File: src/rtl/ps2_keycode_decoder_pkg.sv
// rtl/ps2_keycode_decoder_pkg.sv - shared PS/2 Set-2 constants and receiver state type
package ps2_pkg;

   localparam logic [7:0] PS2_EXT   = 8'hE0;
   localparam logic [7:0] PS2_BRK   = 8'hF0;

   // Arrow make codes, also consumed by the character-movement block
   localparam logic [7:0] KEY_UP    = 8'h75;
   localparam logic [7:0] KEY_DOWN  = 8'h72;
   localparam logic [7:0] KEY_LEFT  = 8'h6B;
   localparam logic [7:0] KEY_RIGHT = 8'h74;

   typedef enum logic [1:0] {IDLE, DATA, PARITY, STOP} rx_state_t;

endpackage

File: src/rtl/ps2_keycode_decoder_if.sv
// rtl/ps2_keycode_decoder_if.sv - PS/2 pins in, decoded key state out
interface ps2_keycode_if;
   logic       ps2_clk;
   logic       ps2_data;
   logic [7:0] keycode;
   logic       extended;
   logic       key_valid;
   logic       frame_err;

   modport master (input ps2_clk, ps2_data, output keycode, extended, key_valid, frame_err);
   modport slave  (output ps2_clk, ps2_data, input keycode, extended, key_valid, frame_err);
endinterface

File: src/rtl/ps2_keycode_decoder_rx_frame.sv
// rtl/ps2_keycode_decoder_rx_frame.sv - PS/2 frame receiver with parity, stop and timeout checks
module ps2_rx_frame
   import ps2_pkg::*;
#(
   parameter int TIMEOUT_CYC = 50_000
) (
   input  logic       clk,
   input  logic       rst_n,
   input  logic       ps2_clk,
   input  logic       ps2_data,
   output logic [7:0] rx_byte,
   output logic       byte_vld,
   output logic       err
);

   localparam int CW = $clog2(TIMEOUT_CYC + 1);

   logic          clk_s1, clk_s2, clk_prev;
   logic          dat_s1, dat_s2;
   logic          fall;
   logic          timeout;
   logic          good;
   rx_state_t     state;
   logic [2:0]    bit_cnt;
   logic [7:0]    shreg;
   logic          par;
   logic [CW-1:0] idle_cnt;

   // Preset to 1 so reset never looks like a falling edge on an idle bus
   always_ff @(posedge clk or negedge rst_n) begin
      if (!rst_n) begin
         clk_s1   <= 1'b1;
         clk_s2   <= 1'b1;
         clk_prev <= 1'b1;
         dat_s1   <= 1'b1;
         dat_s2   <= 1'b1;
      end else begin
         clk_s1   <= ps2_clk;
         clk_s2   <= clk_s1;
         clk_prev <= clk_s2;
         dat_s1   <= ps2_data;
         dat_s2   <= dat_s1;
      end
   end

   assign fall    = clk_prev & ~clk_s2;
   assign timeout = (state != IDLE) && !fall && (idle_cnt == CW'(TIMEOUT_CYC - 1));
   assign good    = dat_s2 && (^{shreg, par});

   always_ff @(posedge clk or negedge rst_n) begin
      if (!rst_n) begin
         state   <= IDLE;
         bit_cnt <= 3'd0;
         shreg   <= 8'h00;
         par     <= 1'b0;
      end else if (timeout) begin
         state <= IDLE;
      end else if (fall) begin
         case (state)
            IDLE: begin
               if (!dat_s2) begin
                  state   <= DATA;
                  bit_cnt <= 3'd0;
               end
            end
            DATA: begin
               shreg   <= {dat_s2, shreg[7:1]};
               bit_cnt <= bit_cnt + 3'd1;
               if (bit_cnt == 3'd7) state <= PARITY;
            end
            PARITY: begin
               par   <= dat_s2;
               state <= STOP;
            end
            default: state <= IDLE;
         endcase
      end
   end

   always_ff @(posedge clk or negedge rst_n) begin
      if (!rst_n)                      idle_cnt <= '0;
      else if (state == IDLE || fall)  idle_cnt <= '0;
      else                             idle_cnt <= idle_cnt + 1'b1;
   end

   assign rx_byte  = shreg;
   assign byte_vld = (state == STOP) && fall && good;
   assign err      = ((state == STOP) && fall && !good) || timeout;

endmodule

File: src/rtl/ps2_keycode_decoder.sv
// rtl/ps2_keycode_decoder.sv - Set-2 scan code to held-keycode decoder with E0/F0 prefix handling
module ps2_keycode_decoder
   import ps2_pkg::*;
#(
   parameter int CLK_HZ      = 50_000_000,
   parameter int TIMEOUT_CYC = 50_000
) (
   input  logic          clk,
   input  logic          rst_n,
   ps2_keycode_if.master bus
);

   if (CLK_HZ <= 0) begin : g_bad_clk_hz
      $error("CLK_HZ must be positive");
   end

   logic [7:0] rx_byte;
   logic       byte_vld;
   logic       rx_err;

   logic [7:0] keycode_r, nxt_kc;
   logic       ext_r, nxt_ext;
   logic       ext_p, nxt_extp;
   logic       brk_p, nxt_brkp;
   logic       key_valid_r;
   logic       frame_err_r;

   ps2_rx_frame #(.TIMEOUT_CYC(TIMEOUT_CYC)) u_rx (
      .clk      (clk),
      .rst_n    (rst_n),
      .ps2_clk  (bus.ps2_clk),
      .ps2_data (bus.ps2_data),
      .rx_byte  (rx_byte),
      .byte_vld (byte_vld),
      .err      (rx_err)
   );

   always_comb begin
      nxt_kc   = keycode_r;
      nxt_ext  = ext_r;
      nxt_extp = ext_p;
      nxt_brkp = brk_p;
      if (rx_err) begin
         nxt_extp = 1'b0;
         nxt_brkp = 1'b0;
      end else if (byte_vld) begin
         if (rx_byte == PS2_EXT) begin
            nxt_extp = 1'b1;
         end else if (rx_byte == PS2_BRK) begin
            nxt_brkp = 1'b1;
         end else begin
            // A break for a key other than the held one is ignored
            if (brk_p) begin
               if (rx_byte == keycode_r && ext_p == ext_r) begin
                  nxt_kc  = 8'h00;
                  nxt_ext = 1'b0;
               end
            end else begin
               nxt_kc  = rx_byte;
               nxt_ext = ext_p;
            end
            nxt_extp = 1'b0;
            nxt_brkp = 1'b0;
         end
      end
   end

   always_ff @(posedge clk or negedge rst_n) begin
      if (!rst_n) begin
         keycode_r   <= 8'h00;
         ext_r       <= 1'b0;
         ext_p       <= 1'b0;
         brk_p       <= 1'b0;
         key_valid_r <= 1'b0;
         frame_err_r <= 1'b0;
      end else begin
         keycode_r   <= nxt_kc;
         ext_r       <= nxt_ext;
         ext_p       <= nxt_extp;
         brk_p       <= nxt_brkp;
         key_valid_r <= (nxt_kc != keycode_r) || (nxt_ext != ext_r);
         frame_err_r <= rx_err;
      end
   end

   assign bus.keycode   = keycode_r;
   assign bus.extended  = ext_r;
   assign bus.key_valid = key_valid_r;
   assign bus.frame_err = frame_err_r;

endmodule

File: src/flat_wrapper.sv
// flat-port wrapper written by rule: the top's interface ports become plain ports
module ps2_keycode_decoder_flat import ps2_pkg::*;
#(
   parameter int CLK_HZ      = 50_000_000,
   parameter int TIMEOUT_CYC = 50_000
)
  (clk, rst_n, bus_ps2_clk, bus_ps2_data, bus_keycode, bus_extended, bus_key_valid, bus_frame_err);
  ps2_keycode_if bus_i ();
  input  logic clk;
  input  logic rst_n;
  input wire logic [$bits(bus_i.ps2_clk)-1:0] bus_ps2_clk;
  input wire logic [$bits(bus_i.ps2_data)-1:0] bus_ps2_data;
  output wire logic [$bits(bus_i.keycode)-1:0] bus_keycode;
  output wire logic [$bits(bus_i.extended)-1:0] bus_extended;
  output wire logic [$bits(bus_i.key_valid)-1:0] bus_key_valid;
  output wire logic [$bits(bus_i.frame_err)-1:0] bus_frame_err;
  assign bus_i.ps2_clk = bus_ps2_clk;
  assign bus_i.ps2_data = bus_ps2_data;
  assign bus_keycode = bus_i.keycode;
  assign bus_extended = bus_i.extended;
  assign bus_key_valid = bus_i.key_valid;
  assign bus_frame_err = bus_i.frame_err;
  ps2_keycode_decoder #(.CLK_HZ(CLK_HZ), .TIMEOUT_CYC(TIMEOUT_CYC)) u_core (.clk(clk), .rst_n(rst_n), .bus(bus_i));
endmodule
File: config.mk
export PLATFORM = sky130hd
export DESIGN_NAME = ps2_keycode_decoder_flat
export DESIGN_NICKNAME = d
export VERILOG_FILES = /design/src/rtl/ps2_keycode_decoder_pkg.sv /design/src/rtl/ps2_keycode_decoder_if.sv /design/src/rtl/ps2_keycode_decoder_rx_frame.sv /design/src/rtl/ps2_keycode_decoder.sv /design/src/flat_wrapper.sv
export SDC_FILE = /design/constraint.sdc
export NUM_CORES = 1
export LEC_CHECK = 0
export CORE_ASPECT_RATIO = 0.9
export CORE_MARGIN = 10
export CORE_UTILIZATION = 63
export DETAILED_ROUTE_END_ITERATION = 8
export GPL_TIMING_DRIVEN = 1
export PLACE_DENSITY = 0.84
export SYNTH_ARGS = -nofsm -noshare
export SYNTH_HDL_FRONTEND = slang
export SYNTH_HIERARCHICAL = 1
export SYNTH_SLANG_ARGS = --single-unit
File: constraint.sdc
create_clock -name clk -period 3.9 [get_ports clk]
set_clock_uncertainty 0.1 [all_clocks]
set_input_delay 0.585 -clock clk [delete_from_list [all_inputs] [get_ports clk]]
set_output_delay 0.585 -clock clk [all_outputs]
set_load 0.005 [all_outputs]
Yosys cells after proc, flatten, opt, wreduce, memory -nomap -nowiden --
Cells that the tools add are included.
Operators by class: reductions and logical operators 24, eq/ne operators 16, bitwise gates (word level) 3, add/subtract/negate cells 2, muxes and demuxes 28
Operators with widths (number):
- 2-to-1 mux 8 bit | 6
- adder 16 x 1 -> 16 bit (second input constant) | 1
- equality test 16 bit (second input constant) | 1
- equality test 8 bit (second input constant) | 2
- 2-to-1 mux 16 bit | 1
- 2-to-1 mux 1 bit | 14
- AND reduction 3 bit | 3
- XOR reduction 9 bit | 1
- equality test 8 bit | 1
- 2-to-1 mux 2 bit | 4
- != test 8 bit | 1
- nonzero test 2 bit | 4
- logical AND 1 bit | 7
- != test 3 bit (second input constant) | 2
- case mux 2 bit (3 select lines) | 1
- case mux 3 bit (2 select lines) | 1
- equality test 2 bit (second input constant) | 2
- AND reduction 2 bit | 2
- AND reduction 4 bit | 1
- adder 3 x 1 -> 3 bit (second input constant) | 1
- equality test 3 bit (second input constant) | 1
- logical OR 1 bit | 3
- 2-to-1 mux 3 bit | 1
- != test 3 x 1 -> 1 bit (second input constant) | 1
- other kinds (9) | 11
Storage, ports and cells: flip-flop bits (word level) 48, output and inout bits 11, word-level logic and storage cells 89, input port bits 4

Longest topological paths before layout --
Gate-level depths: netlist (run 1).
depth after elaboration 10, gate-level depth with buffers 12, depth with buffers taken out 10

Hierarchy --
Netlist (run 1), hierarchy kept.
By module, submodules not included:
- ps2_rx_frame | area each 1690.4 um^2, sequential area each 882.1 um^2, instances 1, cells an instance 147
- ps2_keycode_decoder | area each 713.2 um^2, sequential area each 325.3 um^2, instances 1, cells an instance 66

Worst setup path before layout (run 1) --
OpenSTA, ideal clock, no wires.
kind reg-to-reg, start point register u_core.u_rx.shreg[4], in the netlist u_core/u_rx/rx_byte[4], end point register u_core.key_valid_r, in the netlist u_core/bus.key_valid, cell stages (with the launch flop) 12, slack 1.591 ns, buffers on the path 1, setup time 0.124 ns, arrival 2.085 ns, data required time 3.676 ns, period minus slack after synthesis 2.309 ns, cell sequence dfrtp_1 -> xnor2_1 -> xnor3_1 -> xnor2_1 -> nand2_1 -> a31o_1 -> inv_1 -> o2111a_1 -> buf_6 -> a21boi_2 -> o211ai_1 -> nand2_1
Between the ends: elaborated cells between the ends (all ways) 25, those cells by class eq/ne: 5; mux: 12; reduce/logical: 8
RTL lines:
- start, declared | line ps2_keycode_decoder_rx_frame.sv:25 | logic [7:0] shreg;
- start signal, assigned | line ps2_keycode_decoder_rx_frame.sv:67 | shreg <= {dat_s2, shreg[7:1]};
- XOR reduction 9 bit * | line ps2_keycode_decoder_rx_frame.sv:48 | assign good = dat_s2 && (^{shreg, par});
- logical AND 1 bit * | line ps2_keycode_decoder_rx_frame.sv:48
- logical NOT 1 bit * | line ps2_keycode_decoder_rx_frame.sv:88 | assign err = ((state == STOP) && fall && !good) || timeout;
- logical AND 1 bit * | line ps2_keycode_decoder_rx_frame.sv:88
- logical OR 1 bit * | line ps2_keycode_decoder_rx_frame.sv:88
- named net u_core.rx_err | line ps2_keycode_decoder.sv:19 | logic rx_err;
- 2-to-1 mux 8 bit or 2-to-1 mux 1 bit (tied branches) | line ps2_keycode_decoder.sv:43 | if (rx_err) begin
- != test 8 bit or != test 1 bit (tied branches) | line ps2_keycode_decoder.sv:81 | key_valid_r <= (nxt_kc != keycode_r) || (nxt_ext != ext_r);
- logical OR 1 bit * | line ps2_keycode_decoder.sv:81
- end signal, assigned | line ps2_keycode_decoder.sv:81
- end, declared | line ps2_keycode_decoder.sv:25 | logic key_valid_r;
Mark *: on every way through the listed nets, which the timed path passes. The rest lies on a longest branch. A chain may end at the register's enable or synchronous reset.

Worst setup path after layout (run 1) --
start point register u_core.u_rx.state[1], end point register u_core.key_valid_r, in the netlist u_core/bus.key_valid
Between the ends: longest elaborated chain between the ends 7, elaborated cells between the ends (all ways) 15, those cells by class eq/ne: 3; mux: 4; reduce/logical: 8
RTL lines:
- start, declared | line ps2_keycode_decoder_rx_frame.sv:23 | rx_state_t state;
- start signal, assigned | line ps2_keycode_decoder_rx_frame.sv:52 | state <= IDLE;
- start signal, assigned | line ps2_keycode_decoder_rx_frame.sv:57 | state <= IDLE;
- start signal, assigned | line ps2_keycode_decoder_rx_frame.sv:62 | state <= DATA;
- equality test 2 bit or nonzero test 2 bit (tied branches) | line ps2_keycode_decoder_rx_frame.sv:88, ps2_keycode_decoder_rx_frame.sv:47
- logical AND 1 bit (on tied branches) (2 in a row) | line ps2_keycode_decoder_rx_frame.sv:88, ps2_keycode_decoder_rx_frame.sv:47
- logical OR 1 bit * | line ps2_keycode_decoder_rx_frame.sv:88
- named net u_core.rx_err | line ps2_keycode_decoder.sv:19
- 2-to-1 mux 8 bit or 2-to-1 mux 1 bit (tied branches) | line ps2_keycode_decoder.sv:43
- != test 8 bit or != test 1 bit (tied branches) | line ps2_keycode_decoder.sv:81
- logical OR 1 bit * | line ps2_keycode_decoder.sv:81
Marked as above.

==> impl_results.md, run 1 <==
* Share of the synthesized area in the top cell type at 44.77%
* Simple logic cell fraction of the synthesized area at 14.89%
* Clk buf depth at 2
* Synth Net Count at 225
* GRT Overall Usage at 12.89%
* Post-Synth Adder-Cell Area at 4.164%
* Final hold vios at 0
* Crit-path max FO at 18
* Root buffer selected by CTS: clkbuf_8
* Gp weighted congestion at 0.8314
* Tmin final at 2.759 ns
* Min-Delay Path Class: reg2reg
* Switching share of power at 32.43%
* Endpoint type of the worst setup path: register
* FF-to-FF End: u_core/bus.key_valid
* Share of post-route cells with drive strength above 1 at 18.26%
* Power density cells at 608.4 nW/µm²
* Slew margin rel. at between 30% and 40%
* Maxcap violations at 0
* Fin crit share at between 70% and 80%
* Avg Inst Size Synth at ~11 µm²
* Post-CTS Hold Fix Bufs at 0
* Cell Area, Synth at ~2400 µm²
* Crit path from: u_core/u_rx/state[1]
* Initial Util at 64.88%
* Sequential share of power at between 40% and 50%
* Vias in the first global route at 1479
* Core ar. at about 3700 µm²
* Via count at around 1600
* Area grow syn2layout at 11.14%
* Synth cell types at 43
* Die Ht at 78.60 µm
* Post-synthesis compound-gate area fraction at 10.10%
* WP data required at 3.98 ns
* Largest net degree at the start of global routing at 49
* DP HPWL at roughly 3000 µm
* Vias per inst at 5.761
* Clk pwr share at 23.5%
* Peak Freq at 362.4 MHz
* Register area share after synthesis at 50.23%
* Detailed Routing Iterations Pass 1 at 4
* Main combinational cell family by area after synthesis: simple AND/OR/NAND/NOR gates
* Rows at 21
* CTS clk-pin slew, worst paths at roughly 0.090 ns
* Reg2Reg Setup Slack at 1.14 ns
* Top cells by area, synth: dfrtp_1, xnor2_1, mux2_2
* CTS Buf Count at 5
* DR DRC count at 0
* RSZ-0062 raised after global routing: false
* Status: finished, final reports clean
* P_sw at approximately 530 µW
* CP arrival at 2.84 ns
* Post-synthesis mux area share at under 10%
* Primary FF master, synth: dfrtp_1
* DRT iter0 DRCs at about 100
* Worst-case reg-to-reg path depth at 10
* Setup_tns at 0 ns
* H-tree Lvls at 2
* Worst-skew pair later-pin latency at 0.29 ns
* Pint at 1.098 mW
* Number of synthesized register bits at 48
* Area after DPL at 2545 µm²
* # diodes at 0
* Initial antenna violation count at 0
* Die width at 85.11 µm
* Worst Max-Slew Pin Slew at 1.001 ns
* Final core utilization at between 70 and 80%
* Critical Path End: u_core/bus.key_valid
* Peak VDD IR at ~0.50 mV
* Async set-reset flop share out of synthesis at between 90% and 100%
* Combinational power share at 32.2%
* First-pass GRT wire length at roughly 7100 µm
* Number of setup buffers added after CTS at 0
* Total gr overflow at 0
* ANT nets after route at 0
* Yosys warns at 6
* Worst setup SP type: register
* Post-synth EDFFs at 0
* CTS tree: built
* Total wire length at 4172 µm
* Setup violators final at 0
* Critical R2R Launch: u_core/u_rx/state[1]
* Final instance area at 2671 µm²
* Leading area contributor after synthesis: dfrtp_1
* Die area at between 6000 and 7000 µm²
* Kind of critical path: reg2reg
* Wire per inst at 15.12 µm
* Leak at 1.171 nW
* Slew Viols, Final at 0
* WHS at 0.2553 ns
* # IOs at 15
* Mapped Cells at 213
* # resized after CTS at 0
* Port bufs at 14
* Total clock sinks at 48
* Fin nets at 241
* XOR/XNOR Fraction of Synth Area at 11.45%
==> layout make-up <==
class / count / area [µm²]
flip-flops and latches: 48 / 1207
clock buffers: 7 / 96.34
repair buffers: 14 / 135.1
inverters: 9 / 33.78
clock inverters: 1 / 30.03
well taps: 46 / 57.56
fillers: 269 / 1033
multi-input cells: 151 / 1111
==> logic make-up (layout without fill, tap and decap cells) <==
group                    Yosys count  in the layout
AO/OA/AOI/OAI                     30             30
adder cells (fa/ha/maj)            8              8
flip-flops                        48             48
buffers and inverters             14             31
multiplexers                      12             12
XOR/XNOR                          29             29
AND/OR/NAND/NOR                   72             72
==> power groups by stage <==
stage	clock, mW	combinational, mW	sequential (mW)
CTS	0.391	0.528	0.719
global placement	0	0.509	0.722
floorplan	0	0.432	0.690
finish	0.383	0.523	0.720
detailed placement	0	0.522	0.728
global route	0.412	0.582	0.735
==> cells in the final DEF (no fill, tap or decap), types with 2 or more instances in the layout <==
cell and count:
a22o_2 9, mux2_2 12, and3_1 2, nand4_1 4
clkdlybuf4s50_1 13, o21ai_0 2, inv_1 9, dfrtp_1 43
nor4_1 3, o22ai_1 2, xnor2_1 19, nand2_1 17
ha_1 8, a21oi_1 4, or4_1 2, nand3_1 11
clkbuf_8 7, a22o_1 2, xor2_1 8, o211ai_1 2
dfstp_2 5, nor2_1 24
==> layer usage <==
layer / vias up / share of wire (%) / track usage, % / wire [µm]
met5: - / 0 / 0 / 0
met4: 0 / 0.96 / 4.934 / 40
met3: 4 / 5.0 / 3.715 / 208
met2: 28 / 45 / 18.26 / 1872
met1: 780 / 49 / 18.06 / 2050
li1: 778 / - / - / -
==> worst max-delay path, stage by stage, from the launching register on <==
cell and delay (ns):
dfrtp_1 0.43, inv_1 0.12, ha_1 0.24, or2_1 0.53, nor4_1 0.15, a31o_1 0.25, inv_1 0.08, o2111a_1 0.41
a21boi_2 0.10, o211ai_1 0.19, nand2_1 0.06
==> per-stage QoR <==
step	power (mW)	worst slack (ns)	std cells
after floorplan	1.122	1.591	213
after global placement	1.231	1.287	268
after detailed placement	1.250	1.127	268
after CTS	1.638	1.123	276
after global routing	1.730	0.9298	276
final	1.625	1.141	276
==> Yosys cell counts (all sizes together) (2+ instances only) <==
cell type  count
nor2          24
o22ai          2
clkbuf         2
o211ai         2
xnor2         20
ha             8
o21ai          3
and3           2
dfstp          5
inv            9
buf            3
mux2          12
or4            2
a21oi          4
a22o          11
nand2         18
dfrtp         43
nand4          4
a21boi         2
nor3           2
nor4           4
xor2           8
nand3         11
==> worst min-delay path by stage <==
stage,to,start,cells after the start,slack [ns]
2_1_floorplan,u_core/brk_p,rst_n,0,0.19
3_3_place_gp,u_core/u_rx/dat_s2,u_core/u_rx/dat_s1,0,0.25
3_5_place_dp,u_core/u_rx/clk_s2,u_core/u_rx/clk_s1,0,0.25
4_1_cts,u_core/u_rx/clk_s2,u_core/u_rx/clk_s1,0,0.26
5_1_grt,u_core/u_rx/dat_s2,u_core/u_rx/dat_s1,0,0.26
6_report,u_core/u_rx/dat_s2,u_core/u_rx/dat_s1,0,0.26
==> sequential cells by signal, indices dropped and copies added (netlist names) <==
| signal | count |
|---|---|
| u_core/u_rx/idle_cnt | 16 |
| u_core/u_rx/dat_s1 | 1 |
| u_core/bus.keycode | 8 |
| u_core/u_rx/clk_prev | 1 |
| u_core/u_rx/dat_s2 | 1 |
| u_core/u_rx/clk_s2 | 1 |
| u_core/bus.frame_err | 1 |
| u_core/u_rx/state | 2 |
| u_core/u_rx/bit_cnt | 3 |
| u_core/u_rx/par | 1 |
| u_core/bus.key_valid | 1 |
| u_core/u_rx/clk_s1 | 1 |
| u_core/u_rx/rx_byte | 8 |
| u_core/brk_p | 1 |
| u_core/ext_p | 1 |
| u_core/bus.extended | 1 |
No activity file was read; power rests on OpenSTA's default activity.
==> run 2: changes to the inputs <==
--- a/config.mk
+++ b/config.mk
@@ -7,10 +7,10 @@
 export LEC_CHECK = 0
 export CORE_ASPECT_RATIO = 0.9
 export CORE_MARGIN = 10
-export CORE_UTILIZATION = 63
+export CORE_UTILIZATION = 53
 export DETAILED_ROUTE_END_ITERATION = 8
 export GPL_TIMING_DRIVEN = 1
-export PLACE_DENSITY = 0.84
+export PLACE_DENSITY = 0.75
 export SYNTH_ARGS = -nofsm -noshare
 export SYNTH_HDL_FRONTEND = slang
 export SYNTH_HIERARCHICAL = 1
==> constraint.sdc (replaced) <==
create_clock -name clk -period 2.52 [get_ports clk]
set_clock_uncertainty 0.1 [all_clocks]
set_input_delay 0.378 -clock clk [delete_from_list [all_inputs] [get_ports clk]]
set_output_delay 0.378 -clock clk [all_outputs]
set_load 0.005 [all_outputs]
==> run 2 against run 1 <==
  * Critical path depth fell by 1
  * Sequential cell count did not move
  * Via count rose by 1.7%
  * Global-route usage fell by 1.1 points
  * Register-to-register slack got worse by 1.0 ns
  * Core utilization fell by 9.5 points
  * Sequential power rose by 44%
  * Clock power rose by 15%
  * Routed wire length rose by 5.4%
  * Combinational power rose by 86%
  * Clock-buffer cell count fell by 1
  * Total power rose by 51%
  * Highest routed layer unchanged
==> impl_results.md, run 2 (synthesized netlist as in run 1, its figures left out) <==
* Wire per inst at 14.33 µm (-5.2%)
* Buffers & Inverters on Critical Path at 1 (-1)
* DP HPWL at 3055 µm (+2.8%)
* Endpoint type of the worst setup path: register
* Power density cells at 886.5 nW/µm² (+46%)
* Slowest stage delay, CP at 0.42 ns (-0.11 ns)
* Area grow syn2layout at 15.51%
* Slew Viols, Final at 0 (unchanged)
* H-tree Lvls at 2 (unchanged)
* Switching share of power at 34.19% (+1.8 points)
* Most frequent cells in the layout: dfrtp_1, nor2_1, nand2_1, xnor2_1, buf_4
* Share of post-route cells with drive strength above 1 at 24.08% (+5.8 points)
* Final hold vios at 0 (unchanged)
* Clk buf depth at 2 (unchanged)
* CTS Buf Count at 5 (unchanged)
* WP data required at 2.60 ns (-1.38 ns)
* CTS clk-pin slew, worst paths at 0.09 ns (about the same)
* Peak Freq at 414.3 MHz (+14%)
* CP arrival at 2.50 ns (-0.34 ns)
* DRT iter0 DRCs at 50 (-51%)
* Clk pwr share at 17.9% (-5.6 points)
* Maxcap violations at 0 (unchanged)
* Rows at 23 (+9.5%)
* # diodes at 0 (unchanged)
* Sequential share of power at 42.4% (-1.9 points)
* Detailed Routing Iterations Pass 1 at 4 (unchanged)
* Pint at 1.620 mW (+47%)
* Combinational power share at 39.6% (+7.4 points)
* Leak at 1.222 nW (+4.4%)
* Kind of critical path: reg2reg
* Peak VDD IR at 0.6997 mV (+41%)
* DR DRC count at 0 (unchanged)
* Crit-path max FO at 4 (-14)
* Vias in the first global route at 1613 (+9.1%)
* Largest net degree at the start of global routing at 49 (unchanged)
* Root buffer selected by CTS: clkbuf_8
* # IOs at 15 (unchanged)
* Die width at 90.99 µm (+6.9%)
* Fin nets at 256 (+6.2%)
* Final worst slack at 0.1060 ns (-1.035 ns)
* Max reg flops at 16 (unchanged)
* Tmin final at 2.414 ns (-0.3453 ns)
* Setup Slack @ Placement at 0.01848 ns (-1.109 ns)
* Initial antenna violation count at 0 (unchanged)
* CTS tree: built
* First-pass GRT wire length at 7507 µm (+5.4%)
* Worst setup SP type: register
* Crit-path slowest cell: dfrtp_1
* Via count at 1617 (+1.7%)
* Fin crit share at 95.79% (+25 points)
* Slew margin rel. at 60.45% (+27 points)
* Largest reg by FF count: u_core/u_rx/idle_cnt
* GRT Overall Usage at 11.82% (-1.1 points)
* Worst path most repeated cell: nand2_1
* Total gr overflow at 0 (unchanged)
* Port bufs at 14 (unchanged)
* Cell family with most CP delay: XOR/XNOR gates
* Total wire length at 4399 µm (+5.4%)
* Vias per inst at 5.267 (-8.6%)
* Die area at 7632 µm² (+14%)
* Setup violators final at 0 (unchanged)
* Min-Delay Path Class: in2async
* Die Ht at 83.89 µm (+6.7%)
* Initial Util at 54.23% (-11 points)
* Worst Max-Slew Pin Slew at 0.5933 ns (-0.4073 ns)
* Cell chain of the critical path: xnor2_2 > xnor3_1 > xnor2_1 > nand2_1 > a31o_1 > buf_4 > nor2_2 > nand2_1 > a22o_2
* Final core utilization at 62.65% (-9.5 points)
* ANT nets after route at 0 (unchanged)
* Core ar. at 4432 µm² (+20%)
* Status: finished, final reports clean
* RSZ-0062 raised after global routing: true
* Most common cell after layout, fill and taps aside: dfrtp_1
* P_sw at 841.4 µW (+60%)
* Total clock sinks at 48 (unchanged)
* Gp weighted congestion at 0.8227 (-1.0%)
* Worst-skew pair later-pin latency at 0.30 ns (about the same)
## run 2: layer usage
metal	vias up	GRT usage (%)	wire [µm]	part of all wire, %
met4	0	4.694	50	1.1
met2	25	17.75	1985	45
li1	807	-	-	-
met5	-	0	0	0
met3	6	3.867	190	4.3
met1	779	15.28	2172	49
## run 2: worst paths after layout
check	start	end	slack, ns	depth (start not counted)
max	u_core/u_rx/rx_byte[1]	u_core/bus.keycode[6]	0.11	9
max reg2reg	u_core/u_rx/rx_byte[1]	u_core/bus.keycode[6]	0.11	9
max in group asynchronous	rst_n	u_core/u_rx/idle_cnt[7]	1.85	2
min in group clk	u_core/u_rx/clk_s1	u_core/u_rx/clk_s2	0.26	0
min reg2reg	u_core/u_rx/clk_s1	u_core/u_rx/clk_s2	0.26	0
min	rst_n	u_core/u_rx/idle_cnt[1]	0.07	2
## run 2: final cells by class
class,count,area [µm²]
Clock buffer,6,72.57
Sequential cell,48,1207
Tap cell,62,77.57
Fill cell,382,1655
Inverter,9,33.78
Clock inverter,2,12.51
Timing Repair Buffer,28,240.2
Multi-Input combinational cell,152,1132
## run 2: per-stage QoR
stage	area, µm²	power, mW	hold WS, ns	cells	setup TNS (ns)
3_5_place_dp	2648	2.021	0.2473	295	0
3_3_place_gp	2648	1.988	0.2455	295	0
4_1_cts	2734	2.471	0.07838	303	0
2_1_floorplan	2404	1.737	-0.01759	213	0
6_report	2776	2.461	0.06639	307	0
5_1_grt	2776	2.650	0.09635	307	-0.01152
## run 2: worst reg2reg max path, stage by stage (launching register included)
cell and delay [ns]:
dfrtp_1 0.42, xnor2_2 0.17, xnor3_1 0.41, xnor2_1 0.15, nand2_1 0.08, a31o_1 0.24
buf_4 0.14, nor2_2 0.18, nand2_1 0.16, a22o_2 0.25
## run 2: repair_timing
item | 4_1_cts | 5_1_grt
gates resized for setup | 1 | 4
setup buffers | 0 | 3
hold buffers | 0 | 0
pin swaps | 0 | 1
setup endpoints to repair | 1 | 10
cloned | 0 | 1
## run 2: power groups by stage
stage	logic (mW)	clock network (mW)	registers, mW
2_1_floorplan	0.669	0	1.07
3_3_place_gp	0.937	0	1.05
3_5_place_dp	0.964	0	1.06
4_1_cts	0.965	0.463	1.04
5_1_grt	1.09	0.495	1.06
6_report	0.975	0.442	1.04
==> edit: new RTL, settings of run 2 <==
Take the reset off `keycode_r` and load it in a clocked block of its own.
--- a/src/rtl/ps2_keycode_decoder.sv
+++ b/src/rtl/ps2_keycode_decoder.sv
@@ -67,20 +67,22 @@
 
    always_ff @(posedge clk or negedge rst_n) begin
       if (!rst_n) begin
-         keycode_r   <= 8'h00;
          ext_r       <= 1'b0;
          ext_p       <= 1'b0;
          brk_p       <= 1'b0;
          key_valid_r <= 1'b0;
          frame_err_r <= 1'b0;
       end else begin
-         keycode_r   <= nxt_kc;
          ext_r       <= nxt_ext;
          ext_p       <= nxt_extp;
          brk_p       <= nxt_brkp;
          key_valid_r <= (nxt_kc != keycode_r) || (nxt_ext != ext_r);
          frame_err_r <= rx_err;
       end
+   end
+
+   always_ff @(posedge clk) begin
+      keycode_r <= nxt_kc;
    end
 
    assign bus.keycode   = keycode_r;
Function: no difference found for any inputs over 10 cycles, from zero or initial values and one cycle with rst_n low; that may be too few to reach the edited logic, so the function may still have changed.
==> edit against run 2 <==
Setup slack better by 0.047 ns; sequential cell count stayed put; first-iteration DRC count is 140% higher; synthesized area is 1.7% lower; wire length is 2.3% higher; design area is 1.9% lower; total power is 0.94% higher; die area is 1.3% lower.
==> edit: results (changes against run 2) <==
- Largest net degree at the start of global routing: 41 (was 49)
- Global routing usage on met2: 18.1% (was 17.8%)
- Max Clock Freq: 0.422 GHz (was 0.414 GHz)
- Unique masters post-synth: 44 (was 43)
- Register area share after synthesis: 49.4% (was 50.2%)
- Layout cells sized above 1: 23.5% (was 24.1%)
- CP max stage cell: xnor3_1 (was dfrtp_1)
- Vias: 1618 (was 1617)
- Mux contribution to synthesized area: 5.72% (was 5.62%)
- Total GRT Usage: 11.9% (was 11.8%)
- VDD IR-drop max: 0.635 mV (was 0.700 mV)
- Gpl congestion: 0.799 (was 0.823)
- Worst-Margin Slew: 0.843 ns (was 0.593 ns)
- Crit path DAT: 2.45 ns (was 2.50 ns)
- Synth area leaders: dfrtp_1, xnor2_1, dfxtp_1 (was dfrtp_1, xnor2_1, mux2_2)
- Dpl ws: 0.00133 ns (was 0.0185 ns)
- Synth async-reset ratio: 83.3% (was 100%)
- First-iteration detailed-routing DRC count: 122 (was 50)
- Layout Nets: 254 (was 256)
- Global-route wire length before repair: 7630 um (was 7510 um)
- Mean post-synth cell area: 11.1 sq um (was 11.3 sq um)
- GR Util met1: 16.2% (was 15.3%)
- DP Area: 2600 sq um (was 2650 sq um)
- Final Non-Filler Cells: 303 (was 307)
- Critical path fanouts, max: 5 (was 4)
- Post-synth top cells: dfrtp_1, nor2_1, xnor2_1, nand2_1, mux2_2 (unchanged)
- Inst Count DP: 292 (was 295)
- Crit-path leading delay family: compound AO/OA/AOI/OAI gates (was XOR/XNOR gates)
- Outcome: complete, no violations (unchanged)
- WL final: 4500 um (was 4400 um)
- GR Util met3: 3.24% (was 3.87%)
- DR WL met2: 2060 um (was 1990 um)
- Routed wl met3: 157 um (was 190 um)
- Adder-cell share of the synthesized area: 4.24% (was 4.16%)
- Layout fillers: 343 (was 382)
- Critical Path End: u_core/bus.key_valid$_DFF_PN0_ (was u_core/bus.keycode[6]$_DFF_PN0_)
- Compound-Gate Fraction of Synth Area: 10.3% (was 10.1%)
- Post-synthesis xor/xnor area fraction: 11.6% (was 11.5%)
- Hpwl dp: 3120 um (was 3060 um)
- R2R depth: 10 (was 9)
==> edit: cell types whose count changed in the layout (fill, tap and decap cells not counted), sizes merged <==
| cell | before | now |
|---|---|---|
| dfrtp | 43 | 35 |
| dfxtp | 0 | 8 |
| clkinv | 1 | 0 |
| clkbuf | 6 | 7 |
| buf | 15 | 13 |
==> edit: what timing repair did <==
action / 4_1_cts / 5_1_grt
gates resized for setup: 1 / 5
pin swaps: 0 / 1
setup endpoints to repair: 1 / 10
gates cloned: 0 / 1
setup buffers: 0 / 2
==> edit: layout make-up <==
type | instances | share of cell area, %
tap | 60 | 2.76
multi-input combinational | 152 | 41.4
clock inverter | 1 | 0.276
sequential | 48 | 42.9
clock buffer | 7 | 3.17
timing repair buffer | 26 | 8.27
inverter | 9 | 1.24
==> edit: where the power goes <==
part / internal [mW] / switching [mW]
Sequential: 0.909 / 0.132
Clock: 0.223 / 0.247
Combinational: 0.509 / 0.465
==> edit: how the worst min path moves through the flow <==
stage | start | to | slack [ns] | cells after the start
detailed placement | u_core/u_rx/clk_s1$_DFF_PN1_ | u_core/u_rx/clk_s2$_DFF_PN1_ | 0.25 | 0
global placement | u_core/u_rx/clk_s1$_DFF_PN1_ | u_core/u_rx/clk_s2$_DFF_PN1_ | 0.25 | 0
global route | rst_n | u_core/u_rx/idle_cnt[1]$_DFF_PN0_ | 0.15 | 1
CTS | rst_n | u_core/bus.extended$_DFF_PN0_ | 0.12 | 1
finish | rst_n | u_core/brk_p$_DFFE_PN0P_ | 0.08 | 1
floorplan | rst_n | u_core/brk_p$_DFFE_PN0P_ | -0.02 | 0
